==> src/rtl/camera_stream_gen_if.sv <==
// Output side of camera_stream_gen: DVP-style byte, strobes, framing syncs and position counters.
// The generator drives the master modport; capture/measure logic listens on the slave modport.
interface camera_stream_gen_if;
  logic [7:0]  data_out;
  logic        valid_byte_out;
  logic        hsync_out;
  logic        vsync_out;
  logic [12:0] hcount_out;
  logic [11:0] vcount_out;
  logic [15:0] frame_count_out;
  logic        busy_out;

  modport master (
    output data_out, valid_byte_out, hsync_out, vsync_out,
    output hcount_out, vcount_out, frame_count_out, busy_out
  );

  modport slave (
    input data_out, valid_byte_out, hsync_out, vsync_out,
    input hcount_out, vcount_out, frame_count_out, busy_out
  );
endinterface

==> src/rtl/camera_stream_gen.sv <==
// Synthetic OV5640-style DVP source: one registered byte strobe every CLK_DIV cycles with HREF/VSYNC framing.
// First byte appears CLK_DIV+1 cycles after enable; free-running, no backpressure; enable only acts at frame boundaries.
module camera_stream_gen #(
  parameter int CLK_DIV  = 4,
  parameter int H_ACTIVE = 1280,
  parameter int H_BLANK  = 64,
  parameter int V_SYNC   = 4,
  parameter int V_BACK   = 16,
  parameter int V_ACTIVE = 480,
  parameter int V_FRONT  = 8
) (
  input  logic                clk_in,
  input  logic                rst_in,
  input  logic                enable_in,
  input  logic [1:0]          pattern_sel_in,
  camera_stream_gen_if.master cam
);

  localparam int H_TOTAL = H_ACTIVE + H_BLANK;
  localparam int V_TOTAL = V_SYNC + V_BACK + V_ACTIVE + V_FRONT;
  localparam int DIV_W   = (CLK_DIV > 1) ? $clog2(CLK_DIV) : 1;

  generate
    if (CLK_DIV < 1 || H_BLANK < 1 || V_SYNC < 1 || H_ACTIVE < 0 || V_BACK < 0 ||
        V_ACTIVE < 0 || V_FRONT < 0 || H_TOTAL > 8192 || V_TOTAL > 4096) begin : g_bad_param
      $error("camera_stream_gen: geometry parameters out of range");
    end
  endgenerate

  localparam logic [DIV_W-1:0] DIV_LAST = DIV_W'(CLK_DIV - 1);
  localparam logic [12:0] H_LAST    = 13'(H_TOTAL - 1);
  localparam logic [11:0] V_LAST    = 12'(V_TOTAL - 1);
  // Window bounds are one bit wider than the counters so an end bound equal to 2^n still compares correctly.
  localparam logic [13:0] H_ACT_END = 14'(H_ACTIVE);
  localparam logic [13:0] V_SYN_END = 14'(V_SYNC);
  localparam logic [13:0] V_ACT_BEG = 14'(V_SYNC + V_BACK);
  localparam logic [13:0] V_ACT_END = 14'(V_SYNC + V_BACK + V_ACTIVE);

  typedef enum logic {IDLE, RUN} state_t;

  state_t           state_q;
  logic [DIV_W-1:0] div_q;
  logic [12:0]      h_q;
  logic [11:0]      v_q;
  logic [1:0]       pat_q;
  logic [15:0]      frame_q;
  logic [7:0]       data_q;
  logic             valid_q;
  logic             hsync_q;
  logic             vsync_q;
  logic [12:0]      hcount_q;
  logic [11:0]      vcount_q;
  logic             busy_q;

  logic        tick;
  logic        h_wrap;
  logic        v_wrap;
  logic [13:0] h_ext;
  logic [13:0] v_ext;
  logic        hsync_d;
  logic        vsync_d;
  logic [7:0]  data_d;

  assign tick    = (state_q == RUN) && (div_q == DIV_LAST);
  assign h_wrap  = (h_q == H_LAST);
  assign v_wrap  = (v_q == V_LAST);
  assign h_ext   = {1'b0, h_q};
  assign v_ext   = {2'b00, v_q};
  assign vsync_d = (v_ext < V_SYN_END);
  assign hsync_d = (v_ext >= V_ACT_BEG) && (v_ext < V_ACT_END) && (h_ext < H_ACT_END);

  always_comb begin
    data_d = 8'h00;
    if (hsync_d) begin
      case (pat_q)
        2'd0:    data_d = h_q[7:0];
        2'd1:    data_d = v_q[7:0];
        2'd2:    data_d = frame_q[7:0];
        default: data_d = h_q[0] ? 8'h5A : 8'hA5;
      endcase
    end
  end

  always_ff @(posedge clk_in or negedge rst_in) begin
    if (!rst_in) begin
      state_q  <= IDLE;
      div_q    <= '0;
      h_q      <= '0;
      v_q      <= '0;
      pat_q    <= '0;
      frame_q  <= '0;
      data_q   <= '0;
      valid_q  <= 1'b0;
      hsync_q  <= 1'b0;
      vsync_q  <= 1'b0;
      hcount_q <= '0;
      vcount_q <= '0;
      busy_q   <= 1'b0;
    end else begin
      valid_q <= 1'b0;
      if (state_q == IDLE) begin
        div_q <= '0;
        if (enable_in) begin
          state_q <= RUN;
          pat_q   <= pattern_sel_in;
          h_q     <= '0;
          v_q     <= '0;
          busy_q  <= 1'b1;
        end
      end else begin
        div_q <= tick ? '0 : div_q + DIV_W'(1);
        if (tick) begin
          valid_q  <= 1'b1;
          data_q   <= data_d;
          hsync_q  <= hsync_d;
          vsync_q  <= vsync_d;
          hcount_q <= h_q;
          vcount_q <= v_q;
          if (!h_wrap) begin
            h_q <= h_q + 13'd1;
          end else begin
            h_q <= '0;
            if (!v_wrap) begin
              v_q <= v_q + 12'd1;
            end else begin
              // Last byte of the frame: count it and decide whether to run straight into the next one.
              v_q     <= '0;
              frame_q <= frame_q + 16'd1;
              if (enable_in) begin
                pat_q <= pattern_sel_in;
              end else begin
                state_q <= IDLE;
                busy_q  <= 1'b0;
              end
            end
          end
        end
      end
    end
  end

  assign cam.data_out        = data_q;
  assign cam.valid_byte_out  = valid_q;
  assign cam.hsync_out       = hsync_q;
  assign cam.vsync_out       = vsync_q;
  assign cam.hcount_out      = hcount_q;
  assign cam.vcount_out      = vcount_q;
  assign cam.frame_count_out = frame_q;
  assign cam.busy_out        = busy_q;

endmodule

==> src/flat_wrapper.sv <==
// flat-port wrapper written by rule: the top's interface ports become plain ports
module camera_stream_gen_flat 
#(
  parameter int CLK_DIV  = 4,
  parameter int H_ACTIVE = 1280,
  parameter int H_BLANK  = 64,
  parameter int V_SYNC   = 4,
  parameter int V_BACK   = 16,
  parameter int V_ACTIVE = 480,
  parameter int V_FRONT  = 8
)
  (clk_in, rst_in, enable_in, pattern_sel_in, cam_data_out, cam_valid_byte_out, cam_hsync_out, cam_vsync_out, cam_hcount_out, cam_vcount_out, cam_frame_count_out, cam_busy_out);
  camera_stream_gen_if cam_i ();
  input  logic clk_in;
  input  logic rst_in;
  input  logic enable_in;
  input  logic [1:0] pattern_sel_in;
  output wire logic [$bits(cam_i.data_out)-1:0] cam_data_out;
  output wire logic [$bits(cam_i.valid_byte_out)-1:0] cam_valid_byte_out;
  output wire logic [$bits(cam_i.hsync_out)-1:0] cam_hsync_out;
  output wire logic [$bits(cam_i.vsync_out)-1:0] cam_vsync_out;
  output wire logic [$bits(cam_i.hcount_out)-1:0] cam_hcount_out;
  output wire logic [$bits(cam_i.vcount_out)-1:0] cam_vcount_out;
  output wire logic [$bits(cam_i.frame_count_out)-1:0] cam_frame_count_out;
  output wire logic [$bits(cam_i.busy_out)-1:0] cam_busy_out;
  assign cam_data_out = cam_i.data_out;
  assign cam_valid_byte_out = cam_i.valid_byte_out;
  assign cam_hsync_out = cam_i.hsync_out;
  assign cam_vsync_out = cam_i.vsync_out;
  assign cam_hcount_out = cam_i.hcount_out;
  assign cam_vcount_out = cam_i.vcount_out;
  assign cam_frame_count_out = cam_i.frame_count_out;
  assign cam_busy_out = cam_i.busy_out;
  camera_stream_gen #(.CLK_DIV(CLK_DIV), .H_ACTIVE(H_ACTIVE), .H_BLANK(H_BLANK), .V_SYNC(V_SYNC), .V_BACK(V_BACK), .V_ACTIVE(V_ACTIVE), .V_FRONT(V_FRONT)) u_core (.clk_in(clk_in), .rst_in(rst_in), .enable_in(enable_in), .pattern_sel_in(pattern_sel_in), .cam(cam_i));
endmodule
==> config.mk <==
export PLATFORM = sky130hd
export DESIGN_NAME = camera_stream_gen_flat
export DESIGN_NICKNAME = d
export VERILOG_FILES = /design/src/rtl/camera_stream_gen_if.sv /design/src/rtl/camera_stream_gen.sv /design/src/flat_wrapper.sv
export SDC_FILE = /design/constraint.sdc
export NUM_CORES = 1
export LEC_CHECK = 0
export ABC_AREA = 1
export CORE_UTILIZATION = 50
export CTS_BUF_LIST = sky130_fd_sc_hd__clkbuf_2 sky130_fd_sc_hd__clkbuf_4 sky130_fd_sc_hd__clkbuf_8
export CTS_CLUSTER_SIZE = 25
export DETAILED_ROUTE_END_ITERATION = 8
export PLACE_DENSITY = 0.72
export SYNTH_ARGS = -nofsm -noshare
export SYNTH_HDL_FRONTEND = slang
export SYNTH_SLANG_ARGS = --single-unit
==> constraint.sdc <==
create_clock -name clk_in -period 2.3 [get_ports clk_in]
set_input_delay 0.46 -clock clk_in [delete_from_list [all_inputs] [get_ports clk_in]]
set_output_delay 0.46 -clock clk_in [all_outputs]
set_load 0.02 [all_outputs]
==> summary by stage <==
Logic synthesis
The post-synth net total is 568. The synthesis-stage register bit count is 83. In the synthesized netlist, the number of instances is 558. After synthesis, the mean cell area works out to 7.91 sq um. Yosys mapped a number of flops with a built-in enable equal to 0. Among all flip-flop cells after synthesis, the most frequent one is sky130_fd_sc_hd__dfrtp_1. The share of the yosys chip area belonging to registers is 47.1%. The synthesized design spends more area on one cell type than any other, namely sky130_fd_sc_hd__dfrtp_1. The Yosys step of the flow raised 0 warnings.

The area share of the largest cell type after synthesis is 47.1%. Synthesis instantiated 35 different standard cells from the library. Of all flip-flops after synthesis, the portion carrying an async set or reset was 100%.

The synthesized netlist occupies a cell area of 0.00441 sq mm. After synthesis, the cell types taking the most area are sky130_fd_sc_hd__dfrtp_1, sky130_fd_sc_hd__nand2_1, sky130_fd_sc_hd__o21ai_0, sky130_fd_sc_hd__inv_1, sky130_fd_sc_hd__nand3_1.

Clocking
TritonCTS built the clock tree. Clock-pin slew was measured on the worst setup and hold paths at 0.09 ns. The insertion delay of the later-clocked pin in the worst-skew pair is 0.36 ns. The H-tree was split into 3 levels. The post-CTS setup buffer count is 0. Counting along the longest clock path gives a buffer depth of 2. In this run, post-CTS repair resized a total of 0 instances. The root cell of the clock tree is sky130_fd_sc_hd__clkbuf_8. The number of clock sinks seen by CTS is 83.

Counting the buffers created by CTS gives 9. The number of hold buffers added after CTS was 0.

STA
The max-slew headroom at the worst pin is 64.9%. The final count of negative-setup-slack endpoints is 0. The measured slew at the worst slew-check pin is 0.527 ns. The final total negative setup slack is 0 ns. The final count of hold timing violations is 0.

Timing would allow up to 511 MHz. The setup skew after layout is 0.0113 ns. After layout, the worst setup slack is 0.343 ns. The final period demand of the worst path is 1.96 ns. Setup repair after global routing left no endpoint under its margin. The count of final max-slew check failures is 0. The fraction of the cycle the final worst path needs is 85.1%.

Critical path
The category of the most critical setup path is register to output port. The worst setup path is captured at an output port. The critical path launch point type is a register.

The delay of the slowest critical-path stage is 0.65 ns. The arrival time of data at the critical path endpoint is 1.50 ns. Among cell families on the critical path, the largest total delay comes from buffers and inverters. Among all stages on the critical path, the largest delay is contributed by sky130_fd_sc_hd__clkdlybuf4s50_1. The worst path required time is 1.84 ns.

The critical path goes through clkdlybuf4s50_1. The number of buffers and inverters on the critical path is 1. In this run the worst path has a maximum fanout of 6.

GRT
The largest net degree at the start of global routing is 49. The first global-routing pass estimated 16900 um of wire. The initial antenna violation count is 0. After global routing the overflow that remains totals 0. The via count of the first global-routing pass is 3574. The combined global-route utilization of all metal layers is 24.1%.

Floorplanning
The placeable core area is 0.00838 sq mm. The height of the chip is 95.9 um. The top-level I/O count is 58. The die covers 0.00920 sq mm. The floorplan has 33 rows.

The horizontal extent of the die is 95.9 um. The starting density of the core is 52.6%.

Cells and area
The cell area after layout is 0.00525 sq mm. Compared with the post-synthesis result, the final layout area differs by 18.9%. Leaving out fill and tap cells, the most frequent cell in the layout is sky130_fd_sc_hd__nand2_1. The count of nets after finishing is 622.

The filler cell count is 763. In the layout the commonest cells are sky130_fd_sc_hd__nand2_1, sky130_fd_sc_hd__dfrtp_1, sky130_fd_sc_hd__clkdlybuf4s50_1. The post-route netlist has 9.40% of its cells at a drive strength greater than 1.

0 antenna diodes ended up in the layout. The area of the multi-input gates is 0.00199 sq mm. The footprint of the flip-flops and latches is 0.00208 sq mm.

Power and ir drop
Summing internal, switching and leakage power gives 2.65 mW. Across the VDD grid, the largest voltage drop is 0.347 mV. Power spread over the standard cell area amounts to 505 mW/mm^2. The static leakage is 2.40 nW.

Hold path
The worst min-delay path category is input port to asynchronous set/reset pin.

Outcome
The run finished with clean final reports.

Routing
The number of nets still failing antenna checks after routing is 0. For this run, design rule violations remaining after detail routing come to 0. The first-pass iteration count of the detailed router is 5.

The number of vias in the routed layout is 3768. The total length of routed wires is 10100 um. The detailed-route wire length per cell is 14.0 um. After the first detailed-routing iteration, the DRC count stood at 239. Using the TritonRoute via totals, the vias-per-cell ratio works out to 5.22.

Place
The count of port buffers added during placement is 57. The pre-CTS setup slack is 0.171 ns. The placed instances occupy a cell area of 0.00503 sq mm. The final weighted congestion in routability-driven placement is 0.888.

The HPWL after detailed placement is 7410 um.

Job
Across the run, the number of max-cap violations was 0.
## cell families after synthesis
kind of cell / count (synthesis) / share of synthesized area, %
buf+inv: 75 / 7.77
flops: 83 / 47.1
compound gates: 77 / 10.0
fa+ha+maj: 5 / 1.42
simple gates: 304 / 30.8
xor+xnor: 14 / 2.95
## synth_stat cells (all sizes together), types with 2 or more instances
cell and number:
clkinv 2, nand3b 8, dfrtp 83, ha 5, xnor2 3, clkbuf 6
nand2 177, nor2 49, nand3 36, o21ai 64, xor2 11, inv 55
buf 12, a21oi 10, nor3 20, nand4 13
## metal layers
layer  routed length (um)  part of all wire (%)  GRT usage, %  vias to the layer above
met5                    0                     0             0                        -
met4                  173                   1.7          8.96                        0
met3                  369                   3.6          3.24                       17
met2                 4790                    47          38.9                       93
met1                 4780                    47          33.1                     1752
li1                     -                     -             -                     1906
## where the power goes
group | total (mW) | switching, mW | internal [mW] | leakage (nW)
registers | 1.46 | 0 | 1.46 | 1.12
clock network | 1.15 | 0.521 | 0.633 | 0.110
logic | 0.0395 | 0.0301 | 0.00943 | 1.17
total | 2.65 | 0.551 | 2.10 | 2.40
## registers in the layout (all words and copies together) (netlist names)
| signal | flops |
|---|---|
| u_core.cam.frame_count_out | 16 |
| u_core.cam.hcount_out | 13 |
| u_core.h_q | 13 |
| u_core.cam.vcount_out | 12 |
| u_core.v_q | 12 |
| u_core.cam.data_out | 8 |
| u_core.div_q | 2 |
| u_core.pat_q | 2 |
| u_core.cam.busy_out | 1 |
| u_core.cam.hsync_out | 1 |
| u_core.cam.valid_byte_out | 1 |
| u_core.cam.vsync_out | 1 |
| u_core.state_q | 1 |
## final cells by class
| cell class | count | area share (%) |
|---|---|---|
| Clock buffer | 11 | 2.65 |
| Clock inverter | 5 | 1.48 |
| Inverter | 57 | 4.17 |
| Multi-Input combinational cell | 400 | 38.0 |
| Sequential cell | 83 | 39.6 |
| Tap cell | 105 | 2.50 |
| Timing Repair Buffer | 61 | 11.6 |
## stage by stage
stage / std cells / utilization, % / hold slack [ns]
after global routing: 722 / 62.6 / 0.0828
final: 722 / 62.6 / 0.0474
after floorplan: 558 / - / 0.164
after CTS: 722 / 62.6 / 0.0656
after detailed placement: 706 / 60.0 / 0.434
after global placement: 706 / 60.0 / 0.428
## path summary, 6_finish.rpt
path / from / end / slack, ns / cells after the start
min in group clk_in: u_core.div_q[0] / u_core.div_q[0] / 0.45 / 1
worst min register to register: u_core.div_q[0] / u_core.div_q[0] / 0.45 / 1
max in group asynchronous: rst_in / u_core.h_q[9] / 1.64 / 2
worst max-delay path: u_core.cam.frame_count_out[6] / cam_frame_count_out[6] / 0.34 / 1
worst min-delay path: rst_in / u_core.v_q[11] / 0.05 / 1
worst max register to register: u_core.v_q[0] / u_core.cam.frame_count_out[14] / 0.35 / 8
Note: power is estimated with default switching activity, not from simulation.
